===== config.mk =====
export PLATFORM = sky130hd
export DESIGN_NAME = reg_port_arbiter_flat
export DESIGN_NICKNAME = d
export VERILOG_FILES = /design/src/rtl/reg_port_arbiter_pkg.sv /design/src/rtl/reg_port_arbiter_if.sv /design/src/rtl/reg_port_arbiter_rr_arbiter.sv /design/src/rtl/reg_port_arbiter.sv /design/src/flat_wrapper.sv
export SDC_FILE = /design/constraint.sdc
export NUM_CORES = 1
export LEC_CHECK = 0
export CAP_MARGIN = 20
export CORE_UTILIZATION = 25
export DETAILED_ROUTE_END_ITERATION = 8
export PLACE_DENSITY_LB_ADDON = 0.08
export SYNTH_ARGS = -nofsm -noshare
export SYNTH_HDL_FRONTEND = slang
export SYNTH_SLANG_ARGS = --single-unit

===== constraint.sdc =====
create_clock -name clk -period 2.5 [get_ports clk]
set_clock_uncertainty 0.2 [all_clocks]
set_input_delay 0.25 -clock clk [delete_from_list [all_inputs] [get_ports clk]]
set_output_delay 0.25 -clock clk [all_outputs]
set_load 0.01 [all_outputs]

===== src/rtl/reg_port_arbiter_pkg.sv =====
// Shared types and helpers for the register-port arbiter.
package reg_arb_pkg;

   typedef enum logic [1:0] {
      IDLE    = 2'd0,
      ACCESS  = 2'd1,
      CAPTURE = 2'd2
   } state_t;

   localparam int DEF_AW  = 12;
   localparam int DEF_DW  = 32;
   localparam int DEF_WEW = 4;
   localparam int MAX_REQ = 8;

   // Index of the set bit in a one-hot vector; 0 when no bit is set.
   function automatic int unsigned onehot_to_idx(input logic [MAX_REQ-1:0] oh);
      int unsigned idx;
      idx = 0;
      for (int i = 0; i < MAX_REQ; i++) begin
         if (oh[i]) idx = idx | i;
      end
      return idx;
   endfunction

endpackage


===== src/rtl/reg_port_arbiter_if.sv =====
// Requester channels and register-file port bundled for the arbiter.
//
// Handshake: a requester raises req_valid with a stable payload and keeps
// it until req_ready pulses for exactly one cycle; the transfer happens in
// that cycle. rsp_valid pulses once later and qualifies rsp_rdata. There is
// no backpressure on the response side.
interface reg_port_arbiter_if
   import reg_arb_pkg::*;
#(
   parameter int NUM_REQ = 2,
   parameter int AW      = DEF_AW,
   parameter int DW      = DEF_DW,
   parameter int WEW     = DEF_WEW
);
   logic [NUM_REQ-1:0]     req_valid;
   logic [NUM_REQ*AW-1:0]  req_addr;
   logic [NUM_REQ*WEW-1:0] req_we;
   logic [NUM_REQ*DW-1:0]  req_wdata;
   logic [NUM_REQ-1:0]     req_ready;
   logic [NUM_REQ-1:0]     rsp_valid;
   logic [DW-1:0]          rsp_rdata;
   logic                   busy;
   logic                   reg_en;
   logic [AW-1:0]          reg_addr;
   logic [WEW-1:0]         reg_we;
   logic [DW-1:0]          reg_din;
   logic [DW-1:0]          reg_dout;
   state_t                 state;

   modport slave (
      input  req_valid, req_addr, req_we, req_wdata, reg_dout,
      output req_ready, rsp_valid, rsp_rdata, busy,
             reg_en, reg_addr, reg_we, reg_din, state
   );

   modport master (
      output req_valid, req_addr, req_we, req_wdata, reg_dout,
      input  req_ready, rsp_valid, rsp_rdata, busy,
             reg_en, reg_addr, reg_we, reg_din, state
   );
endinterface


===== src/rtl/reg_port_arbiter_rr_arbiter.sv =====
// Combinational round-robin pick: search starts at ptr and wraps to 0.
module rr_arbiter
   import reg_arb_pkg::*;
#(
   parameter int NUM_REQ = 2,
   parameter int IW      = (NUM_REQ > 1) ? $clog2(NUM_REQ) : 1
) (
   input  logic [NUM_REQ-1:0] req,
   input  logic [IW-1:0]      ptr,
   output logic [NUM_REQ-1:0] gnt,
   output logic [IW-1:0]      idx,
   output logic               any
);

   // First requester found walking upward from the pointer wins.
   always_comb begin
      int   j;
      logic found;
      gnt   = '0;
      found = 1'b0;
      j     = 0;
      for (int k = 0; k < NUM_REQ; k++) begin
         j = int'(ptr) + k;
         if (j >= NUM_REQ) j = j - NUM_REQ;
         if (!found && req[j]) begin
            gnt[j] = 1'b1;
            found  = 1'b1;
         end
      end
   end

   assign idx = IW'(onehot_to_idx(MAX_REQ'(gnt)));
   assign any = |req;

endmodule


===== src/rtl/reg_port_arbiter.sv =====
// Shares one register-file port between NUM_REQ requesters, round-robin.
// One access every three cycles: IDLE (pick) -> ACCESS (drive port,
// ready pulse) -> CAPTURE (latch read data) -> IDLE (response pulse).
module reg_port_arbiter
   import reg_arb_pkg::*;
#(
   parameter int NUM_REQ = 2,
   parameter int AW      = DEF_AW,
   parameter int DW      = DEF_DW,
   parameter int WEW     = DEF_WEW
) (
   input logic                clk,
   input logic                rst_n,
   reg_port_arbiter_if.slave  bus
);

   localparam int IW = (NUM_REQ > 1) ? $clog2(NUM_REQ) : 1;

   state_t             state_q, state_d;
   logic [IW-1:0]      ptr_q;
   logic [NUM_REQ-1:0] grant_q;
   logic [IW-1:0]      win_q;
   logic [WEW-1:0]     we_lat_q;
   logic [NUM_REQ-1:0] rsp_valid_q;
   logic [DW-1:0]      rsp_rdata_q;

   logic [NUM_REQ-1:0] arb_gnt;
   logic [IW-1:0]      arb_idx;
   logic               arb_any;

   logic               reg_en_c;
   logic [AW-1:0]      reg_addr_c;
   logic [WEW-1:0]     reg_we_c;
   logic [DW-1:0]      reg_din_c;
   logic [NUM_REQ-1:0] req_ready_c;

   rr_arbiter #(
      .NUM_REQ (NUM_REQ),
      .IW      (IW)
   ) u_rr (
      .req (bus.req_valid),
      .ptr (ptr_q),
      .gnt (arb_gnt),
      .idx (arb_idx),
      .any (arb_any)
   );

   // State register.
   always_ff @(posedge clk or negedge rst_n) begin
      if (!rst_n) state_q <= IDLE;
      else        state_q <= state_d;
   end

   // Next state and port drive; the port is zeroed whenever reg_en is low.
   always_comb begin
      state_d     = state_q;
      reg_en_c    = 1'b0;
      reg_addr_c  = '0;
      reg_we_c    = '0;
      reg_din_c   = '0;
      req_ready_c = '0;
      unique case (state_q)
         IDLE: begin
            if (arb_any) state_d = ACCESS;
         end
         ACCESS: begin
            if (bus.req_valid[win_q]) begin
               reg_en_c    = 1'b1;
               reg_addr_c  = bus.req_addr[int'(win_q)*AW +: AW];
               reg_we_c    = bus.req_we[int'(win_q)*WEW +: WEW];
               reg_din_c   = bus.req_wdata[int'(win_q)*DW +: DW];
               req_ready_c = grant_q;
               state_d     = CAPTURE;
            end else begin
               // Winner withdrew: drop the slot, keep the advanced pointer.
               state_d = IDLE;
            end
         end
         CAPTURE: state_d = IDLE;
         default: state_d = IDLE;
      endcase
   end

   // Grant/pointer bookkeeping, write-enable latch and response registers.
   always_ff @(posedge clk or negedge rst_n) begin
      if (!rst_n) begin
         ptr_q       <= '0;
         grant_q     <= '0;
         win_q       <= '0;
         we_lat_q    <= '0;
         rsp_valid_q <= '0;
         rsp_rdata_q <= '0;
      end else begin
         rsp_valid_q <= '0;
         unique case (state_q)
            IDLE: begin
               if (arb_any) begin
                  grant_q <= arb_gnt;
                  win_q   <= arb_idx;
                  ptr_q   <= (arb_idx == IW'(NUM_REQ - 1)) ? '0 : arb_idx + IW'(1);
               end
            end
            ACCESS: begin
               if (reg_en_c) we_lat_q <= reg_we_c;
            end
            CAPTURE: begin
               // Write data is not echoed; reg_dout is stale after a write.
               rsp_rdata_q <= (we_lat_q == '0) ? bus.reg_dout : '0;
               rsp_valid_q <= grant_q;
            end
            default: ;
         endcase
      end
   end

   assign bus.req_ready = req_ready_c;
   assign bus.rsp_valid = rsp_valid_q;
   assign bus.rsp_rdata = rsp_rdata_q;
   assign bus.busy      = (state_q != IDLE);
   assign bus.reg_en    = reg_en_c;
   assign bus.reg_addr  = reg_addr_c;
   assign bus.reg_we    = reg_we_c;
   assign bus.reg_din   = reg_din_c;
   assign bus.state     = state_q;

endmodule


===== src/flat_wrapper.sv =====
// flat-port wrapper written by rule: the top's interface ports become plain ports
module reg_port_arbiter_flat import reg_arb_pkg::*;
#(
   parameter int NUM_REQ = 2,
   parameter int AW      = DEF_AW,
   parameter int DW      = DEF_DW,
   parameter int WEW     = DEF_WEW
)
  (clk, rst_n, bus_req_valid, bus_req_addr, bus_req_we, bus_req_wdata, bus_reg_dout, bus_req_ready, bus_rsp_valid, bus_rsp_rdata, bus_busy, bus_reg_en, bus_reg_addr, bus_reg_we, bus_reg_din, bus_state);
  reg_port_arbiter_if #(.NUM_REQ(NUM_REQ), .AW(AW), .DW(DW), .WEW(WEW)) bus_i ();
  input logic clk;
  input logic rst_n;
  input wire logic [$bits(bus_i.req_valid)-1:0] bus_req_valid;
  input wire logic [$bits(bus_i.req_addr)-1:0] bus_req_addr;
  input wire logic [$bits(bus_i.req_we)-1:0] bus_req_we;
  input wire logic [$bits(bus_i.req_wdata)-1:0] bus_req_wdata;
  input wire logic [$bits(bus_i.reg_dout)-1:0] bus_reg_dout;
  output wire logic [$bits(bus_i.req_ready)-1:0] bus_req_ready;
  output wire logic [$bits(bus_i.rsp_valid)-1:0] bus_rsp_valid;
  output wire logic [$bits(bus_i.rsp_rdata)-1:0] bus_rsp_rdata;
  output wire logic [$bits(bus_i.busy)-1:0] bus_busy;
  output wire logic [$bits(bus_i.reg_en)-1:0] bus_reg_en;
  output wire logic [$bits(bus_i.reg_addr)-1:0] bus_reg_addr;
  output wire logic [$bits(bus_i.reg_we)-1:0] bus_reg_we;
  output wire logic [$bits(bus_i.reg_din)-1:0] bus_reg_din;
  output wire logic [$bits(bus_i.state)-1:0] bus_state;
  assign bus_i.req_valid = bus_req_valid;
  assign bus_i.req_addr = bus_req_addr;
  assign bus_i.req_we = bus_req_we;
  assign bus_i.req_wdata = bus_req_wdata;
  assign bus_i.reg_dout = bus_reg_dout;
  assign bus_req_ready = bus_i.req_ready;
  assign bus_rsp_valid = bus_i.rsp_valid;
  assign bus_rsp_rdata = bus_i.rsp_rdata;
  assign bus_busy = bus_i.busy;
  assign bus_reg_en = bus_i.reg_en;
  assign bus_reg_addr = bus_i.reg_addr;
  assign bus_reg_we = bus_i.reg_we;
  assign bus_reg_din = bus_i.reg_din;
  assign bus_state = bus_i.state;
  reg_port_arbiter #(.NUM_REQ(NUM_REQ), .AW(AW), .DW(DW), .WEW(WEW)) u_core (.clk(clk), .rst_n(rst_n), .bus(bus_i));
endmodule

### After elaboration in Yosys (flattened, before gate mapping)

Index checks and enable logic that the tools add are counted.

* add/sub/neg operators: 4
* multiply operators: 1
* $lt $le $gt $ge: 7
* eq/ne operators: 3
* shift-type cells: 3
* multiplexer cells: 34
* bitwise logic cells: 1
* reductions and logical operators: 10

Operators by type and width (count)
* 32-bit 2-to-1 mux: 5
* 32-bit by 1-bit >= comparator with 1-bit output (second input constant): 2
* 32-bit by 3-bit < comparator with 1-bit output (second input constant): 2
* 64-bit by 7-bit indexed part select with 32-bit output: 1
* 24-bit by 32-bit indexed part select with 12-bit output: 1
* 12-bit 2-to-1 mux: 2
* 1-bit 2-to-1 mux: 15
* 2-bit 2-to-1 mux: 7
* 4-bit 2-to-1 mux: 2
* 8-bit by 4-bit indexed part select with 4-bit output: 1
* 4-bit zero test: 1
* 2-bit case mux with 2 select lines: 1
* 2-bit AND reduction: 2
* 1-bit logical AND: 3
* 1-bit by 2-bit multiplier with 3-bit output (second input constant): 1
* 1-bit by 2-bit subtractor with 3-bit output (second input constant): 1
* 2-bit by 2-bit subtractor with 3-bit output (second input constant): 1
* 1-bit by 1-bit adder with 2-bit output (second input constant): 1
* 1-bit demux with 1-bit select: 2
* 2-bit by 1-bit equality test with 1-bit output (second input constant): 1
* 2-bit equality test (second input constant): 1
* 1-bit by 2-bit >= comparator with 1-bit output (second input constant): 1
* 2-bit >= comparator (second input constant): 1
* 2-bit zero test: 1
* 7 further kinds: 7

* register bits after elaboration: 44
* bits of input ports: 132
* output and inout bits: 88
* logic and storage cells: 70

### Logic depth before layout (Yosys ltp)

* depth after elaboration: 12
* depth in mapped cells: 6
* depth with buffers taken out: 3

### Modules after synthesis

A second synthesis with hierarchy kept.

* cell total of the unflattened synthesis: 225
* area, all modules: 2404.8 um^2

Modules (own cells, without submodules)
* reg_port_arbiter: instances 1, cells each 220, area an instance 2372.3 um^2, sequential area each 1101.1 um^2
* rr_arbiter: instances 1, cells each 5, area an instance 32.5 um^2, sequential area each 0.0 um^2

### Least setup slack after synthesis

Ideal clock, no wire load.

* path kind: register to output
* start point: register u_core.win_q
* end point: output port bus_reg_addr[0]
* arrival: 1.256 ns
* data required time: 2.050 ns
* setup slack: 0.794 ns
* cell stages (with the launch flop): 7
* path buffers: 3
* cell sequence: dfrtp_1 > buf_2 > mux2_2 > nand3b_1 > buf_4 > buf_4 > nor2_1

* cells in the longest elaborated chain, start to end: 4
* elaborated cells between the ends (all ways): 6
* classes of those cells: 1 x mul; 1 x shift; 4 x mux

RTL lines
* start, declared: line reg_port_arbiter.sv:22 `logic [IW-1:0] win_q;`
* start signal, assigned: line reg_port_arbiter.sv:99 `win_q <= arb_idx;`
* 1-bit by 2-bit multiplier with 3-bit output or 1-bit 2-to-1 mux (tied branches): line reg_port_arbiter.sv:69, reg_port_arbiter.sv:67
* 24-bit by 32-bit indexed part select with 12-bit output or 1-bit 2-to-1 mux (tied branches): line reg_port_arbiter.sv:69, reg_port_arbiter.sv:67
* 12-bit 2-to-1 mux (*): line reg_port_arbiter.sv:67 `if (bus.req_valid[win_q]) begin`
* 12-bit 2-to-1 mux (*): line reg_port_arbiter.sv:62 `unique case (state_q)`
* end, declared: line flat_wrapper.sv:23 `output wire logic [$bits(bus_i.reg_addr)-1:0] bus_reg_addr;`

Every way passes the cells marked *; elsewhere a longest branch is shown, timed or not. The select of a mux whose other input is x is not followed.

### Worst setup path after layout

* start point: register u_core.win_q
* end point: output port bus_reg_din[23]

* cells in the longest elaborated chain, start to end: 4
* elaborated cells between the ends (all ways): 5
* classes of those cells: 1 x shift; 4 x mux

RTL lines
* parallel branches: the longest is 2 deep, another holds 64-bit by 7-bit indexed part select with 32-bit output
* 32-bit 2-to-1 mux (*): line reg_port_arbiter.sv:67
* 32-bit 2-to-1 mux (*): line reg_port_arbiter.sv:62
* end, declared: line flat_wrapper.sv:25 `output wire logic [$bits(bus_i.reg_din)-1:0] bus_reg_din;`

Mark *: on every way between the ends. The select of a mux whose other input is x is not followed.

==> results.sh <==
export IMPL_pin_count=220
export IMPL_required_ns=2.05
export IMPL_grt_pass1_wl_um=12800
export IMPL_place_hpwl_um=6630
export IMPL_synth_seq_cells=43
export IMPL_power_leakage_nw=2.75
export IMPL_yosysWarnings=0
export IMPL_drc=0
export IMPL_synth_compound_area_frac=0.132
export IMPL_initial_core_util=0.263
export IMPL_drive_gt1_frac=0.0435
export IMPL_synthAdderAreaFrac=0
export IMPL_max_slew_margin=0.642
export IMPL_yosys_mux_area_fraction=0.227
export IMPL_synth_top_area_share=0.459
export IMPL_worstMarginPinSlew_ns=0.538
export IMPL_hp_class="reg2reg"
export IMPL_port_buffers=219
export IMPL_final_core_util=0.541
export IMPL_clock_latency_ns=0.28
export IMPL_cts_root_buf="clkbuf_8"
export IMPL_yosysSeqAreaShare=0.459
export IMPL_insertedDiodeCount=0
export IMPL_setup_tns_ns=0
export IMPL_layout_nets=569
export IMPL_synth_main_ff_cell="dfrtp_1"
export IMPL_post_cts_buffers=0
export IMPL_syn_area_per_cell_um2=10.6
export IMPL_async_reset_ff_frac=1.00
export IMPL_die_area_um2=9760
export IMPL_synth_xor_xnor_area_share=0
export IMPL_syn_cell_area_um2=2340
export IMPL_antenna_found_initial=0
export IMPL_htreeDepth=2
export IMPL_synth_edf_count=0
export IMPL_grt_pass1_vias=2425
export IMPL_outcome="complete, no violations"
export IMPL_clock_fmax_ghz=0.408
export IMPL_synth_top_family_by_area="multiplexers"
export IMPL_fillCellCount=825
export IMPL_wl_um=8620
export IMPL_cts_sinks=43
export IMPL_grt_max_degree=51
export IMPL_slew_viol_final=0
export IMPL_maxCapViolCount=0
export IMPL_path_clk_slew_ns=0.08
export IMPL_timing_hold_ws_ns=0.309
export IMPL_cts_tree="built"
export IMPL_fin_crit_sh=0.980
export IMPL_powerDensity_nw_per_um2=758
export IMPL_gp_congestion=0.751
export IMPL_wl_per_cell_um=15.8
export IMPL_vias=2486
export IMPL_first_iter_violations=50
export IMPL_grt_use_total=0.167
export IMPL_synth_area_top_cells="dfrtp_1 (46%), mux2i_1 (22%), a22o_1 (12%), nor2_1 (8.7%), buf_4 (1.9%)"
export IMPL_worstSetupStartpointType="flop"
export IMPL_cts_buffer_depth=2
export IMPL_synth_common_cells="nor2_1 (54), mux2i_1 (52), dfrtp_1 (43)"
export IMPL_yosys_area_top_type="dfrtp_1"
export IMPL_die_h_um=98.8
export IMPL_drt_first_pass_iters=4
export IMPL_finalHoldViolCount=0
export IMPL_ys_types=20
export IMPL_die_x_um=98.8
export IMPL_viasPerCell=4.56
export IMPL_cp_arrival_ns=2.00
export IMPL_coreArea_um2=8890
export IMPL_grt_overflow=0
export IMPL_tritoncts_num_buffers=5
export IMPL_synthSimpleGateAreaFrac=0.113
export IMPL_synth_most_common_cell="nor2_1"
export IMPL_area_growth_syn_to_layout_pct=105
export IMPL_ant_nets=0
export IMPL_synth_cells=221
export IMPL_rows=34
export IMPL_ir_drop_mv=0.571
export IMPL_final_setup_viol_count=0
export IMPL_crit_path_end_kind="primary output"
export IMPL_path_class="reg2out"
export IMPL_fin_crit_ns=2.45
export IMPL_critPathMaxFanout=37
export IMPL_syn_nets=353
-- cell usage in the layout, fill, tap and decap left out, drive strengths merged --
cell           instances
clkdlybuf4s50        181
nor2                  55
mux2i                 52
dfrtp                 43
dlymetal6s2s          36
a22o                  32
inv                    9
buf                    9
clkbuf                 6
nand2                  2
mux2                   1
nand3b                 1
nand2b                 1
and4b                  1
a32o                   1
or4                    1
a32oi                  1
a21oi                  1
a31oi                  1
clkinvlp               1
dlygate4sd3            1
dlygate4sd2            1
-- flip-flops by register name, indices dropped and copies added (netlist names) --
| name | flops |
|---|---|
| u_core.bus.rsp_rdata | 32 |
| u_core.we_lat_q | 4 |
| u_core.bus.rsp_valid | 2 |
| u_core.bus.state | 2 |
| u_core.grant_q | 1 |
| u_core.ptr_q | 1 |
| u_core.win_q | 1 |
-- layout make-up --
| cell class | instances | area (um2) | area share |
|---|---|---|---|
| clock buffer | 6 | 72.6 | 0.0151 |
| clock inverter | 1 | 7.51 | 0.00156 |
| inverter | 9 | 33.8 | 0.00703 |
| multi-input combinational | 150 | 1110 | 0.230 |
| sequential | 43 | 1080 | 0.224 |
| tap | 108 | 135 | 0.0281 |
| timing repair buffer | 228 | 2370 | 0.494 |
-- routing by layer --
metal / routed length (um) / track usage
met5: 0 / 0
met2: 4210 / 0.293
met4: 116 / 0.0321
met1: 3620 / 0.206
met3: 669 / 0.0433
-- critical path: stages (launching register included) --
cell and delay (ns):
dfrtp_2 0.44, mux2_2 0.24, nand3b_1 0.15, buf_12 0.22
nor2_1 0.11, clkdlybuf4s50_1 0.55
-- through the flow --
step                      area [um2]  setup WS (ns)  std cells  power, W
final                           4810         0.0491        545   0.00364
after global placement          4630         0.0651        537   0.00330
after detailed placement        4630         0.0460        537   0.00331
after floorplan                 2340          0.794        221   0.00218
after global routing            4810       -0.00107        545   0.00389
after CTS                       4710        0.00862        545   0.00373
-- path summary, 6_finish.rpt --
check,start,end,slack [ns],depth (start not counted)
max,u_core.win_q,bus_reg_din[23],0.05,5
min,u_core.bus.rsp_rdata[4],u_core.bus.rsp_rdata[4],0.31,1
max reg2reg,u_core.we_lat_q[1],u_core.bus.rsp_rdata[18],0.70,3
min reg2reg,u_core.bus.rsp_rdata[4],u_core.bus.rsp_rdata[4],0.31,1
max in group asynchronous,rst_n,u_core.win_q,1.31,3
min in group asynchronous,rst_n,u_core.bus.rsp_rdata[14],0.38,3
-- report_power, final --
part | switching [W] | total (W) | leakage (nW) | internal (W)
sequential | 0.000122 | 0.00102 | 0.577 | 0.000893
combinational | 0.000979 | 0.00222 | 2.14 | 0.00124
clock | 0.000220 | 0.000411 | 0.0373 | 0.000192
-- cell families (layout without fill, tap and decap cells) --
logic type	count (synthesis)	after routing
buffers and inverters	28	244
muxes	53	53
DFF	43	43
AOI/OAI and AO/OA	36	36
and+or+nand+nor	61	61
-- repair_timing --
action / CTS / global route
gates resized for setup: 1 / 37
pin swaps: 0 / 0
hold buffers: 1 / 0
setup endpoints to repair: 1 / 26
endpoints found under the hold margin: 43 / 0
Note: power is estimated with default switching activity, not from simulation.
==> RTL edit (same settings) <==
`DEF_WEW`: 4 -> 5.
--- a/src/rtl/reg_port_arbiter_pkg.sv
+++ b/src/rtl/reg_port_arbiter_pkg.sv
@@ -9,7 +9,7 @@
 
    localparam int DEF_AW  = 12;
    localparam int DEF_DW  = 32;
-   localparam int DEF_WEW = 4;
+   localparam int DEF_WEW = 5;
    localparam int MAX_REQ = 8;
 
    // Index of the set bit in a one-hot vector; 0 when no bit is set.
Ports: changed (resized bus_reg_we and bus_req_we); port bits go from 220 to 223. No check against the original RTL was run, so the function may have changed too.
==> RTL edit against the original RTL <==
Cell area up 5.0%; power up 7.8%; setup slack better by 32 ps; sequential cell count up 1; sequential power about the same; utilization down 2.4 points; wire length up 12%; area after synthesis up 7.4%.
==> RTL edit: results (changes against the original RTL) <==
run_status:
  status: "finished, final reports clean"  # unchanged
synth:
  ys_types: 21  # was 20
  avgSynthCellArea_um2: 8.53  # was 10.6 µm²
  synthArstFlopShare_pct: 100  # unchanged
  synth.top_cells.by_count: "nand2_1 (66), mux2i_1 (54), nor2_1 (54), dfrtp_1 (44), o21ai_0 (32)"  # was nor2_1 (54), mux2i_1 (52), dfrtp_1 (43), a22o_1 (32), inv_1 (9)
  synth-xor-area-share_pct: 0  # unchanged
  syn-num-nets: 429  # was 353
  yosysWarnings: 0  # unchanged
  synth_compound_area_share_pct: 7.66  # was 13.2%
  synthMostInstantiatedCell: "nand2_1"  # was nor2_1
  synthMuxAreaShare_pct: 22.1  # was 22.7%
  ys_seq_area_share_pct: 43.8  # was 45.9%
  synth_fa_ha_area_share_pct: 0  # unchanged
  synth_area_leaders: "dfrtp_1 (44%), mux2i_1 (21%), nand2_1 (9.8%)"  # was dfrtp_1 (46%), mux2i_1 (22%), a22o_1 (12%)
  synth_flop_cell: "dfrtp_1"  # unchanged
cts:
  cts_buffers: 5  # unchanged
  insertion_delay_ps: 290
  cts_buffer_depth: 2  # unchanged
  clkTransAtPathRegs_ps: 90
  clock-root-buffer: "clkbuf_8"  # unchanged
  post-cts-setup-buffers: 0  # unchanged
  htreeDepth: 2  # unchanged
placement:
  io_buffers: 222  # was 219
  placed_cell_area_um2: 4890  # was 4630 µm²
  place_ws_ps: 112  # was 46.0 ps
  gp_congestion: 0.774  # was 0.751
  dp_cells: 638  # was 537
  dp_hpwl_um: 7550  # was 6630 µm
sta:
  holdWs_ps: 282  # was 309 ps
  maxSlewHeadroom_pct: 62.3  # was 64.2%
  fin_crit_sh_pct: 96.7  # was 98.0%
  slew_viol_final: 0  # unchanged
global_routing:
  grt_pass1_wl_um: 14000  # was 12800 µm
  grt_max_degree: 45  # was 51
  grt_pass1_vias: 2592  # was 2425
  antenna_found_initial: 0  # unchanged
  grt_use_total_pct: 17.6  # was 16.7%
route:
  totalWireLength_um: 9630  # was 8620 µm
  wl_per_cell_um: 14.9  # was 15.8 µm
  num_vias: 2788  # was 2486
  drtIter0Drc: 111  # was 50
  first_pass_iters: 4  # unchanged
worst_setup_path:
  worstPathMaxFanout: 36  # was 37
  cp_top_family: "buffers and inverters"  # unchanged
  reg2reg_slack_ps: 890  # was 700 ps
  slowest_stage: "clkdlybuf4s50_1"  # unchanged
  worst_ep_arrival_time_ps: 1970  # was 2000 ps
  slowest_delay_ps: 570  # was 550 ps
layout:
  largest_reg_flops: 32  # unchanged
  drive_gt1_share_pct: 4.67  # was 4.35%
  antenna_cells: 0  # unchanged
  nNetsFinal: 647  # was 569
worst_hold_path:
  hold_class: "reg -> reg"  # unchanged
power_and_ir_drop:
  p_leak_uw: 0.00236  # was 0.00275 µW
  switchingPower_uw: 1440  # was 1320 µW
  peakVddDrop_v: 0.000375  # was 0.000571 V
==> RTL edit: cell types whose count changed after synthesis, sizes merged, moves of 2 or more <==
cell	unedited run	this run
nand2	2	66
mux2i	52	54
clkbuf	3	8
o21ai	0	32
a22o	32	0
==> RTL edit: power by group through the flow <==
stage / combinational, µW / sequential, µW / clock [µW]
after floorplan: 1180 / 1070 / 0
after global placement: 2360 / 1030 / 0
after detailed placement: 2380 / 1030 / 0
after CTS: 2380 / 1020 / 594
after global routing: 2530 / 1040 / 621
final: 2340 / 1020 / 571
==> RTL edit: repair_timing <==
item                                   CTS  global route
hold buffers                             1             0
gates resized for setup                  0            11
endpoints found under the hold margin   44             0
setup endpoints to repair                0            11
==> RTL edit: area by class of cell <==
class	instances	area, µm²
tap	133	166
inverter	9	33.8
clock inverter	2	38.8
timing repair buffer	234	2370
fill	950	4720
multi-input combinational	219	1250
sequential	44	1100
clock buffer	6	82.6
==> RTL edit: path summary, 6_finish.rpt <==
| kind | startpoint | end | cells after the start |
|---|---|---|---|
| max | u_core.win_q | bus_reg_din[6] | 5 |
| min | u_core.bus.rsp_rdata[6] | u_core.bus.rsp_rdata[6] | 2 |
| max reg2reg | u_core.win_q | u_core.we_lat_q[3] | 4 |
| min reg2reg | u_core.bus.rsp_rdata[6] | u_core.bus.rsp_rdata[6] | 2 |
| max in group asynchronous | rst_n | u_core.win_q | 3 |
| min in group asynchronous | rst_n | u_core.bus.state[0] | 3 |
==> RTL edit: metal layers <==
layer / track usage (%) / up-vias / wire, µm / share of wire (%)
met3: 4.51 / 15 / 813 / 8.4
li1: - / 1394 / - / -
met1: 20.6 / 1268 / 3840 / 40
met4: 6.15 / 0 / 227 / 2.4
met2: 31.0 / 111 / 4750 / 49
met5: 0 / - / 0 / 0
